`src/rtl/vecadd_out_fifo.sv`:
```
// vecadd_out_fifo: first-word-fall-through FIFO carrying WIDTH-bit tokens plus
// an end-of-transaction flag, placed downstream of VecAdd. The write side takes
// the c_s stream; the read side is a TAPA-style port with a peek view. The block
// also counts consumed EOT tokens as completed transactions for host status.
module vecadd_out_fifo #(
    parameter int WIDTH = 32,
    parameter int DEPTH = 4,
    parameter int CNT_W = 16
) (
    input  logic                     ap_clk,
    input  logic                     ap_rst,
    input  logic [WIDTH-1:0]         s_din,
    input  logic                     s_din_eot,
    input  logic                     s_write,
    output logic                     s_full_n,
    output logic [WIDTH-1:0]         m_dout,
    output logic                     m_dout_eot,
    output logic [WIDTH-1:0]         m_peek,
    output logic                     m_empty_n,
    input  logic                     m_read,
    output logic [$clog2(DEPTH):0]   count,
    output logic                     txn_done,
    output logic [CNT_W-1:0]         txn_count
);

    localparam int AW = $clog2(DEPTH);
    localparam int CW = AW + 1;
    localparam logic [CW-1:0] FULL_LVL = CW'(DEPTH);
    localparam logic [CW-1:0] CNT_ONE  = CW'(1);
    localparam logic [AW-1:0] PTR_ONE  = AW'(1);

    // Storage: each entry holds {eot, data}
    logic [WIDTH:0]    mem_q [DEPTH];

    logic [AW-1:0]     wp_q, wp_d;
    logic [AW-1:0]     rp_q, rp_d;
    logic [CW-1:0]     count_q, count_d;
    logic              full_n_q, full_n_d;
    logic              empty_n_q, empty_n_d;
    logic              txn_done_q, txn_done_d;
    logic [CNT_W-1:0]  txn_count_q, txn_count_d;

    logic              wr;
    logic              rd;
    logic [WIDTH:0]    head;

    // Transaction counter saturates at all-ones rather than wrapping, so the
    // host never sees a small count after a very long run.
    function automatic logic [CNT_W-1:0] sat_inc(input logic [CNT_W-1:0] v);
        logic [CNT_W-1:0] r;
        if (&v) begin
            r = v;
        end else begin
            r = v + CNT_W'(1);
        end
        return r;
    endfunction

    // Handshake qualification, pointer/occupancy/flag next-state and transaction tracking
    always_comb begin
        wr          = s_write & full_n_q;
        rd          = m_read & empty_n_q;
        head        = mem_q[rp_q];
        wp_d        = wp_q;
        rp_d        = rp_q;
        count_d     = count_q;
        txn_done_d  = 1'b0;
        txn_count_d = txn_count_q;

        if (wr) begin
            wp_d = wp_q + PTR_ONE;
        end
        if (rd) begin
            rp_d = rp_q + PTR_ONE;
        end

        // Simultaneous accept leaves occupancy unchanged
        case ({wr, rd})
            2'b10:   count_d = count_q + CNT_ONE;
            2'b01:   count_d = count_q - CNT_ONE;
            default: count_d = count_q;
        endcase

        // Flags are registered from the next occupancy so they are glitch-free
        full_n_d  = (count_d != FULL_LVL);
        empty_n_d = (count_d != '0);

        // A transaction completes when its EOT token leaves the FIFO
        if (rd && head[WIDTH]) begin
            txn_done_d  = 1'b1;
            txn_count_d = sat_inc(txn_count_q);
        end
    end

    // Control state register; reset discards every stored token including a pending EOT
    always_ff @(posedge ap_clk) begin
        if (ap_rst) begin
            wp_q        <= '0;
            rp_q        <= '0;
            count_q     <= '0;
            full_n_q    <= 1'b1;
            empty_n_q   <= 1'b0;
            txn_done_q  <= 1'b0;
            txn_count_q <= '0;
        end else begin
            wp_q        <= wp_d;
            rp_q        <= rp_d;
            count_q     <= count_d;
            full_n_q    <= full_n_d;
            empty_n_q   <= empty_n_d;
            txn_done_q  <= txn_done_d;
            txn_count_q <= txn_count_d;
        end
    end

    // Data array is not reset; a write is only committed when it is accepted
    always_ff @(posedge ap_clk) begin
        if (wr && !ap_rst) begin
            mem_q[wp_q] <= {s_din_eot, s_din};
        end
    end

    // Head of queue is presented combinationally from the registered array (no write bypass)
    always_comb begin
        m_dout     = head[WIDTH-1:0];
        m_peek     = head[WIDTH-1:0];
        m_dout_eot = head[WIDTH];
        s_full_n   = full_n_q;
        m_empty_n  = empty_n_q;
        count      = count_q;
        txn_done   = txn_done_q;
        txn_count  = txn_count_q;
    end

endmodule

```
`config.mk`:
```
export PLATFORM = sky130hd
export DESIGN_NAME = vecadd_out_fifo
export DESIGN_NICKNAME = d
export VERILOG_FILES = /design/src/rtl/vecadd_out_fifo.sv
export SDC_FILE = /design/constraint.sdc
export NUM_CORES = 1
export LEC_CHECK = 0
export CORE_UTILIZATION = 47
export DETAILED_ROUTE_END_ITERATION = 10
export PLACE_DENSITY = 0.74
export SYNTH_ARGS = -nofsm -noshare
export SYNTH_HDL_FRONTEND = slang
export SYNTH_SLANG_ARGS = --single-unit
export TNS_END_PERCENT = 1
```
`constraint.sdc`:
```
create_clock -name ap_clk -period 2.15 [get_ports ap_clk]
set_input_delay 0.5375 -clock ap_clk [delete_from_list [all_inputs] [get_ports ap_clk]]
set_output_delay 0.5375 -clock ap_clk [all_outputs]
set_load 0.05 [all_outputs]
```
---- After elaboration in Yosys (flattened, before gate mapping) ----
Memories as Yosys holds them, arrays and structs flattened. A register that Yosys moved wholly into a read port is not among the register bits.
Index checks and enable logic that the tools add are counted.
word-level totals
  word-level logic and storage cells ...... 31
  output and inout port bits .............. 87
  register bits ........................... 26
  memories kept ........................... 1
  bits in writable memories ............... 132
memory list
  memory  depth  width  rd ports  clocked after Yosys merged registers in  write ports  line  RTL
  mem_q   4      33     1         1                                        1            33    logic [WIDTH:0] mem_q [DEPTH];
cells by class
  reductions and logical operators ........ 6
  multiplexer cells ....................... 6
  bitwise operators ....................... 3
  add/sub/neg operators ................... 5
  eq/ne operators ......................... 3
operators by type and width
  cell                     number
  $add A16 B1 Y16 const B  1
  $reduce_and A16 Y1       1
  $pmux W3 S2              1
  $add A2 B1 Y2 const B    2
  $mux W2                  2
  $add A3 B1 Y3 const B    1
  $mux W1                  3
  $ne A3 B3 Y1 const B     1
  $reduce_bool A3 Y1       1
  $sub A3 B1 Y3 const B    1
  $and A1 B1 Y1            2
  $eq A2 B1 Y1 const B     1
  $eq A2 B2 Y1 const B     1
  $logic_and A1 B1 Y1      2
  $reduce_and A2 Y1        1
  $logic_not A1 Y1         1
  $not A1 Y1               1

---- Depth between registers and ports, before layout ----
  word-level depth ........................ 4
  gate-level depth with buffers ........... 8
  gate-level depth less buffers ........... 8

---- Worst setup path before layout ----
No wires, ideal clock.
  kind .................................... register -> output
  start ................................... register (tool-made name)
  end ..................................... output port m_peek[10]
  data required time ...................... 1612 ps
  setup slack ............................. -111 ps
  buffers on the path ..................... 3
  arrival time ............................ 1723 ps
  cell stages (with the launch flop) ...... 5
  cell sequence ........................... dfxtp_1 > buf_2 > buf_2 > mux4_2 > buf_4
RTL lines
  item       line  RTL
  to (decl)  18    output logic [WIDTH-1:0] m_peek,

==> results.cfg <==
[outcome]
run_status = complete, but fails checks
violations = negative setup slack

[clocking]
cts_sinks = 160
post_cts.resized_instances = 57
numCtsBuffers = 17
clockBufferDepth = 2
cts_max_level = 4
cts_tree = built
clock-root-buffer = sky130_fd_sc_hd__clkbuf_16
worstSkewPairLatency_ns = 0.42
postCtsSetupBuffers = 0
hold_buffers = 0
clock_pin_slew_reported_for_the_worst_setup_and_hold_paths_after_clock_tree_synthesis_ns = 0.05

[yosys]
synthesis.yosys.warnings = 0
mappedNetlistNets = 403
yosys-top-cells-count = sky130_fd_sc_hd__edfxtp_1, sky130_fd_sc_hd__buf_4, sky130_fd_sc_hd__mux4_2
post_synth_inst_count = 359
synth-async-reset-ratio = 0
yosys.cell_count.top_type = sky130_fd_sc_hd__edfxtp_1
ys_seq_area_frac = 0.706
synth_top_flop_cell = sky130_fd_sc_hd__edfxtp_1
post_synth.cell_area_avg_um2 = 17.8
synth_area_leaders = sky130_fd_sc_hd__edfxtp_1, sky130_fd_sc_hd__mux4_2, sky130_fd_sc_hd__dfxtp_1
synth.lib_cells_used.distinct = 38
synth_area_um2 = 6400
synth-seq-cells = 160
netlist.area_leader.share = 0.619
synthDominantAreaCellType = sky130_fd_sc_hd__edfxtp_1
synth-edff-count = 132

[detailed_routing]
detail_route.vias_per_cell = 5.13
routed-via-count = 3443
number_of_nets_with_antenna_violations_after_detailed_routing = 0
detailedRoute.firstPassIterationCount = 4
dr.first_iter.drc_count = 218
detail_route.wirelength_um = 11900
wire_per_inst_um = 17.7
drcViolationCount = 0

[final_layout]
final_nets = 527
fill_cells = 921
postLayoutCoreUtil = 0.656
finish.instance_area_um2 = 8690
post_layout_nonfiller_instances = 671
num_antenna_cells = 0
seq_area_um2 = 4530
area_growth_pct = 35.7
layout-drive-gt1-share = 0.360
multi_input_comb_area_um2 = 1550

[timing]
finalWorstPathRequiredPeriod_ns = 2.31
fin_hold_ws_ns = 0.501
grt_setup_unrepaired = true
finalSetupViolCount = 65
timing.final.ws_setup_ns = -0.156
timing.clock.skew_ns = 0.00508
post-route-period-util = 1.07
timing_hold_violations_final = 0
max_clock_freq_mhz = 434
worst-slew-pin-transition_ns = 0.514
drv_slew = 0
max-slew-margin-rel = 0.656

[die]
ioPinCount = 124
die_y_um = 119
num_rows = 42
die_area_um2 = 14100
design.core.area_um2 = 13200
die_w_um = 119
initial_core_util = 0.484

[critical_path]
critical_path.max_fanout = 14
crit_chain = buf_12, mux4_2, buf_12
cp_data_required_time_ns = 1.61
cp-end-kind = output pin
timing.rr.start = txn_count[1]$_SDFFE_PP0P_
crit_top_cell = sky130_fd_sc_hd__buf_12
cp_num_cells = 3
data_arrival_time_of_the_critical_path_ns = 1.77
critPathMaxStageDelay_ns = 0.60
r2r.worst_path.cells = 6
timing.critical_path.from_type = flop
cpMaxStageDelayCell = sky130_fd_sc_hd__mux4_2
timing_worst_setup_path_type = reg2out
cp_num_buf_inv = 2
cpLargestDelayFamily = multiplexers

[placement]
dp_cells = 640
hpwl_um = 7930
dpl-instance-area_um2 = 8000
gp_congestion = 0.835
port_buffers = 123

[min_path]
min_delay_src = s_full_n$_SDFF_PP1_
hp-class = reg2reg
worst_hold_path.num_cells = 2

[power]
static-leakage-power_nw = 3.08
worst_ir_drop_vdd_mv = 0.552
pwr_dens_nw_per_um2 = 1080

[global_routing]
overall_global_routing_resource_usage = 0.182
pin_count_of_the_biggest_net_entering_global_routing = 29
grt.overflow.total = 0
grt_antenna_before_repair = 0
via_count_of_the_first_global_routing_pass = 3625
first_pass_grt_wire_length_um = 19000

[run]
drv.max_cap_violation_count = 0
## cells by family (layout without fill, tap and decap cells)
kind of cell,count (synthesis),after routing,synth area share
compound gates,9,9,0.00957
simple gates,78,78,0.0717
buf+inv,50,186,0.0524
fa+ha+maj,7,7,0.0148
xor+xnor,18,18,0.0246
mux,37,37,0.121
flops,160,160,0.706
## state kept, by name, summed over array words and instances, names as in the netlist, named ones only
signal and flops:
m_empty_n 1, wp_q 2, mem_q 132, txn_count 16, count 3, s_full_n 1
rp_q 2, txn_done 1
## path summary, 6_finish.rpt
| path | endpoint | slack [ns] |
|---|---|---|
| setup reg to reg | txn_count[14]$_SDFFE_PP0P_ | 0.30 |
| hold reg to reg | wp_q[1]$_SDFFE_PP0P_ | 0.50 |
| hold / removal | wp_q[1]$_SDFFE_PP0P_ | 0.50 |
| setup / recovery | m_dout[31] | -0.16 |
## final cells by class
cell class | count | area share
Clock buffer | 19 | 0.0498
Clock inverter | 12 | 0.0138
Inverter | 3 | 0.00130
Multi-Input combinational cell | 149 | 0.179
Sequential cell | 160 | 0.521
Tap cell | 176 | 0.0253
Timing Repair Buffer | 152 | 0.210
## metal layers
metal	track usage	routed length, um	up-vias
met5	0	0	-
met4	0.0688	169	0
met3	0.0642	775	16
met2	0.302	6010	114
met1	0.219	4900	1715
li1	-	-	1598
## layout by cell type, fill, tap and decap left out, drive strengths merged, types with 2 or more instances in the layout
| cell | n |
|---|---|
| a21oi | 4 |
| and2 | 8 |
| and3 | 2 |
| and4 | 3 |
| buf | 99 |
| bufinv | 2 |
| clkbuf | 19 |
| clkdlybuf4s50 | 37 |
| clkinv | 8 |
| clkinvlp | 2 |
| dfxtp | 28 |
| dlygate4sd2 | 15 |
| edfxtp | 132 |
| ha | 6 |
| inv | 3 |
| mux2i | 4 |
| mux4 | 32 |
| nand2 | 11 |
| nand3 | 4 |
| nand4 | 7 |
| nor2 | 28 |
| nor3 | 7 |
| nor4 | 2 |
| xnor2 | 16 |
| xor2 | 2 |
## power breakdown
group          internal, mW  leakage, nW  switching, mW
logic                  1.25         1.38           1.78
clock network          1.68        0.267           1.10
registers              3.52         1.43         0.0810
## through the flow
step	power, mW	setup TNS, ns	worst slack (ns)
floorplan	5.61	-10.52	-0.100
global placement	6.56	-1.41	-0.227
detailed placement	6.59	-3.20	-0.283
CTS	9.49	-9.97	-0.197
global route	9.73	-12.46	-0.222
finish	9.41	-7.80	-0.156
## worst min-delay path: stages (launching register included)
cell and delay, ns:
sky130_fd_sc_hd__dfxtp_1 0.31, sky130_fd_sc_hd__nand3_1 0.08, sky130_fd_sc_hd__a21oi_1 0.06
Note: power is estimated with default switching activity, not from simulation.
==> RTL edit 1: new RTL, same settings <==
The parameter `WIDTH` goes from 32 to 48.
--- a/src/rtl/vecadd_out_fifo.sv
+++ b/src/rtl/vecadd_out_fifo.sv
@@ -3,7 +3,7 @@
 // the c_s stream; the read side is a TAPA-style port with a peek view. The block
 // also counts consumed EOT tokens as completed transactions for host status.
 module vecadd_out_fifo #(
-    parameter int WIDTH = 32,
+    parameter int WIDTH = 48,
     parameter int DEPTH = 4,
     parameter int CNT_W = 16
 ) (
Ports: changed (resized m_dout, m_peek and s_din); port bits go from 124 to 172. The function was not compared with the original's and may differ.
==> RTL edit 1 against the original RTL <==
The flow finishes with violations (DRC, setup timing). Wire length grew 47%. Critical path depth grew 1. Final area grew 35%. Clock power grew 53%. Power grew 39%. Synthesized area grew 38%. Utilization shrank 0.98 points. Setup slack lost 0.14 ns. Sequential cell count grew 64. Critical path type unchanged. Highest routed layer unchanged.
==> RTL edit 1: results <==
[global_route]
grt_first_pass_wirelength_mm = 27.0
grt_max_degree = 32
grt_pass1_vias = 5083

[logic_synthesis]
ys_top_cells_by_area = "edfxtp_1, mux4_2, dfxtp_1"
synth_seq_area_share_pct = 73.0
synth.distinct_cells = 37
synth_commonest_cells = "edfxtp_1, buf_4, mux4_2, dfxtp_1, nor2_1"
avgSynthCellArea_um2 = 19.0
synth_edf_count = 196
yosys-mux-area-fraction_pct = 13.3
synth_xor_xnor_area_share_pct = 0.496
synthAdderAreaFrac_pct = 1.08
synth-compound-area-share_pct = 1.94

[cells_and_area]
fill_cells = 1214
nets = 684
largest_reg_flops = 196

[detailed_routing]
drc = 17
wirelength_mm = 17.4
route.met2.wl_mm = 8.77
wl_met3_mm = 1.32
wl_met1_mm = 6.99
via_per_inst = 5.48

[worst_setup_path]
path_max_fanout = 6
r2r_slack_ns = 0.18
cp.arrival_ns = 1.91
crit_path_end = "m_peek[10]"
r2r-end = "s_full_n$_SDFF_PP1_"
r2r_cells = 7
cp_slowest_stage_delay_ns = 0.56
rr_startpoint = "m_empty_n$_SDFF_PP0_"

[timing]
worst-slew-pin-transition_ns = 0.510
setup_viol = 96
worst_slack_ns = -0.296

[status]
status = "complete, but fails checks"
violations = "DRC, setup timing"

[placement]
port_buffers = 171
placed_cells = 820
globalplace.congestion = 0.808
pre_cts_ws_ns = -0.517

[power_and_ir_drop]
ir_worst_vdd_mv = 0.729
power.leakage_nw = 4.09

[clock_network]
numCtsBuffers = 23
cts_max_level = 1
worstSkewPairLatency_ns = 0.50

[hold_path]
hp-start = "txn_count[15]$_SDFFE_PP0P_"
hold_path_end = "txn_count[15]$_SDFFE_PP0P_"
==> RTL edit 1: layer usage <==
metal | vias up | GRT usage [%]
met4 | 0 | 4.27
li1 | 2134 | -
met3 | 27 | 4.25
met2 | 192 | 31.9
met1 | 2412 | 22.6
met5 | - | 0
==> RTL edit 1: per-stage QoR <==
stage	hold slack [ns]	cell area [µm²]	utilization, %	setup TNS [ns]
6_report	0.507	11800	64.6	-25.22
3_5_place_dp	0.501	10500	57.4	-14.55
4_1_cts	0.510	11700	64.5	-28.01
5_1_grt	0.532	11800	64.6	-32.45
3_3_place_gp	0.480	10500	57.4	-3.39
2_1_floorplan	0.469	8830	-	-77.19
==> RTL edit 1: timing repair <==
action                     4_1_cts  5_1_grt
setup buffers                    6        0
resized for setup              123        7
setup endpoints to repair      116       98
gates cloned                     2        0
==> RTL edit 1: cell type report <==
cell class | instances | area share, %
Timing Repair Buffer | 202 | 19.4
Multi-Input combinational cell | 170 | 16.3
Clock buffer | 27 | 5.02
Clock inverter | 14 | 1.90
Inverter | 3 | 0.0957
Sequential cell | 224 | 54.8
Tap cell | 229 | 2.43
==> RTL edit 1: worst max-delay path: cells and delay by family (launching register included) <==
| family | cells | cell delay (ns) |
|---|---|---|
| buf+inv | 3 | 0.47 |
| flops | 1 | 0.39 |
| mux | 1 | 0.56 |
==> RTL edit 1: power breakdown <==
group / internal (mW) / total [mW] / switching (mW)
registers: 4.93 / 5.02 / 0.0905
clock network: 2.69 / 4.25 / 1.56
logic: 1.49 / 3.81 / 2.32
==> RTL edit 2: new RTL, same settings <==
Made on the original files. Make the reset (`ap_rst`) asynchronous in one clocked block.
--- a/src/rtl/vecadd_out_fifo.sv
+++ b/src/rtl/vecadd_out_fifo.sv
@@ -93,7 +93,7 @@
     end
 
     // Control state register; reset discards every stored token including a pending EOT
-    always_ff @(posedge ap_clk) begin
+    always_ff @(posedge ap_clk or posedge ap_rst) begin
         if (ap_rst) begin
             wp_q        <= '0;
             rp_q        <= '0;
Function: differs if ap_rst is asserted again (counterexample within 4 cycles, from zero or initial values and one cycle with ap_rst high); with ap_rst held inactive, the same outputs for 4 cycles.
==> RTL edit 2 against the original RTL <==
The flow still finishes with violations (setup timing). Clock skew barely moved. Count of clock-buffer cells in the layout fell by 2. Critical path depth rose by 1. Synthesized area fell by 0.70%. Wire length rose by 0.76%. Global-route usage rose by 0.12 points. Synthesized cell count fell by 10%. Sequential cell count fell by 2. Final area rose by 1.1%. Setup slack got worse by 0.075 ns. Cell count fell by 2.8%. Critical endpoint is now m_dout[15]. Largest cell class unchanged.
Power is not compared: it rests on default switching activity, and its combinational part moved more than twofold at a synthesized area within 25%.
==> RTL edit 2: results <==
[status]
status = "complete, but fails checks"
violations = "setup timing"

[cells_and_area]
largest_reg_flops = 132
nets = 506
regMostFlops = "mem_q"
layout-drive-gt1-share_pct = 41.3

[logic_synthesis]
synth-compound-area-share_pct = 0.315
synth_commonest_cells = "edfxtp_1, buf_4, mux4_2, dfrtp_1, xor2_1"
synth_nets = 367
async_flop_share_pct = 16.5
synth.distinct_cells = 34
synth_edf_count = 132
synth_seq_area_share_pct = 72.6
ys_top_cells_by_area = "edfxtp_1, mux4_2, dfrtp_1"
synthAdderAreaFrac_pct = 1.50
yosys-mux-area-fraction_pct = 12.7
synth_xor_xnor_area_share_pct = 2.62
syn-instance-count = 323

[global_route]
antenna_found_initial = 1
use_met2_pct = 30.0
grt_usage_pct = 18.4
grt_util_met3_pct = 4.97
grt_max_degree = 29
grt_pass1_vias = 3492
grt_first_pass_wirelength_mm = 18.8
grtUsageMet1_pct = 22.8

[detailed_routing]
wirelength_mm = 11.9
drt_pass1_iterations = 4
vias = 3348
wl_per_cell_um = 18.3
drtIter0Drc = 192

[timing]
worst-slew-pin-transition_ns = 0.490
worst_slack_ns = -0.231
fin_skew_ns = 0.00554
setup_viol = 65

[clock_network]
cts_max_level = 4
clk_pin_slew_ns = 0.06
numCtsBuffers = 17
worstSkewPairLatency_ns = 0.42
clock_tree.buffer_depth = 2
clockRootBuffer = "clkbuf_16"

[power_and_ir_drop]
p_sw_mw = 5.96
ir_worst_vdd_mv = 1.10
power.leakage_nw = 3.29
seqPwrFrac_pct = 27.6

[placement]
dp_hpwl_mm = 7.90
dpl-instance-area_um2 = 7940
globalplace.congestion = 0.852
port_buffers = 123
placed_cells = 614

[worst_setup_path]
rr_startpoint = "s_full_n$_DFF_PP1_"
r2r-end = "m_empty_n$_DFF_PP0_"
path_max_fanout = 7
cp.arrival_ns = 1.84
r2r_slack_ns = 0.23
r2r_cells = 7

[hold_path]
hold_path.class = "input pin to asynchronous set/reset pin"
[RTL edit 2: metal layers]
| layer | routed length [µm] | up-vias |
|---|---|---|
| li1 | - | 1520 |
| met1 | 4940 | 1694 |
| met2 | 6120 | 116 |
| met3 | 647 | 18 |
| met4 | 241 | 0 |
| met5 | 0 | - |
[RTL edit 2: cell type report]
cell class	instances	area, µm²
multi-input cells	118	1450
clock buffers	17	425
inverters	5	18.8
clock inverters	15	140
repair buffers	162	1910
flip-flops and latches	158	4620
well taps	176	220
diodes	1	2.50
fillers	886	4460
[RTL edit 2: worst max path at each step]
stage	startpoint	endpoint	slack (ns)	cells after the start
3_5_place_dp	m_read	m_empty_n$_DFF_PP0_	-0.32	8
5_1_grt	rp_q[0]$_DFFE_PP0N_	m_dout[15]	-0.28	4
3_3_place_gp	m_read	m_empty_n$_DFF_PP0_	-0.20	7
6_report	rp_q[0]$_DFFE_PP0N_	m_dout[15]	-0.23	4
2_1_floorplan	s_full_n$_DFF_PP1_	mem_q[1][0]$_DFFE_PP_	-0.09	3
4_1_cts	rp_q[0]$_DFFE_PP0N_	m_dout[2]	-0.31	3
[RTL edit 2: metrics by stage]
stage | setup slack, ns | TNS (ns) | hold slack (ns)
floorplan | -0.0885 | -8.96 | 0.498
global placement | -0.200 | -0.654 | 0.497
detailed placement | -0.324 | -1.63 | 0.508
CTS | -0.306 | -16.47 | 0.472
global route | -0.282 | -15.91 | 0.488
finish | -0.231 | -12.96 | 0.450
[RTL edit 2: timing repair]
action	4_1_cts	5_1_grt
setup buffers	0	2
endpoints found under the setup margin	79	65
cloned	0	3
resized for setup	61	8
[RTL edit 2: critical path: stages (launching register included)]
cell,delay [ns]
dfrtp_2,0.36
buf_6,0.13
clkbuf_16,0.17
mux4_2,0.57
buf_8,0.18
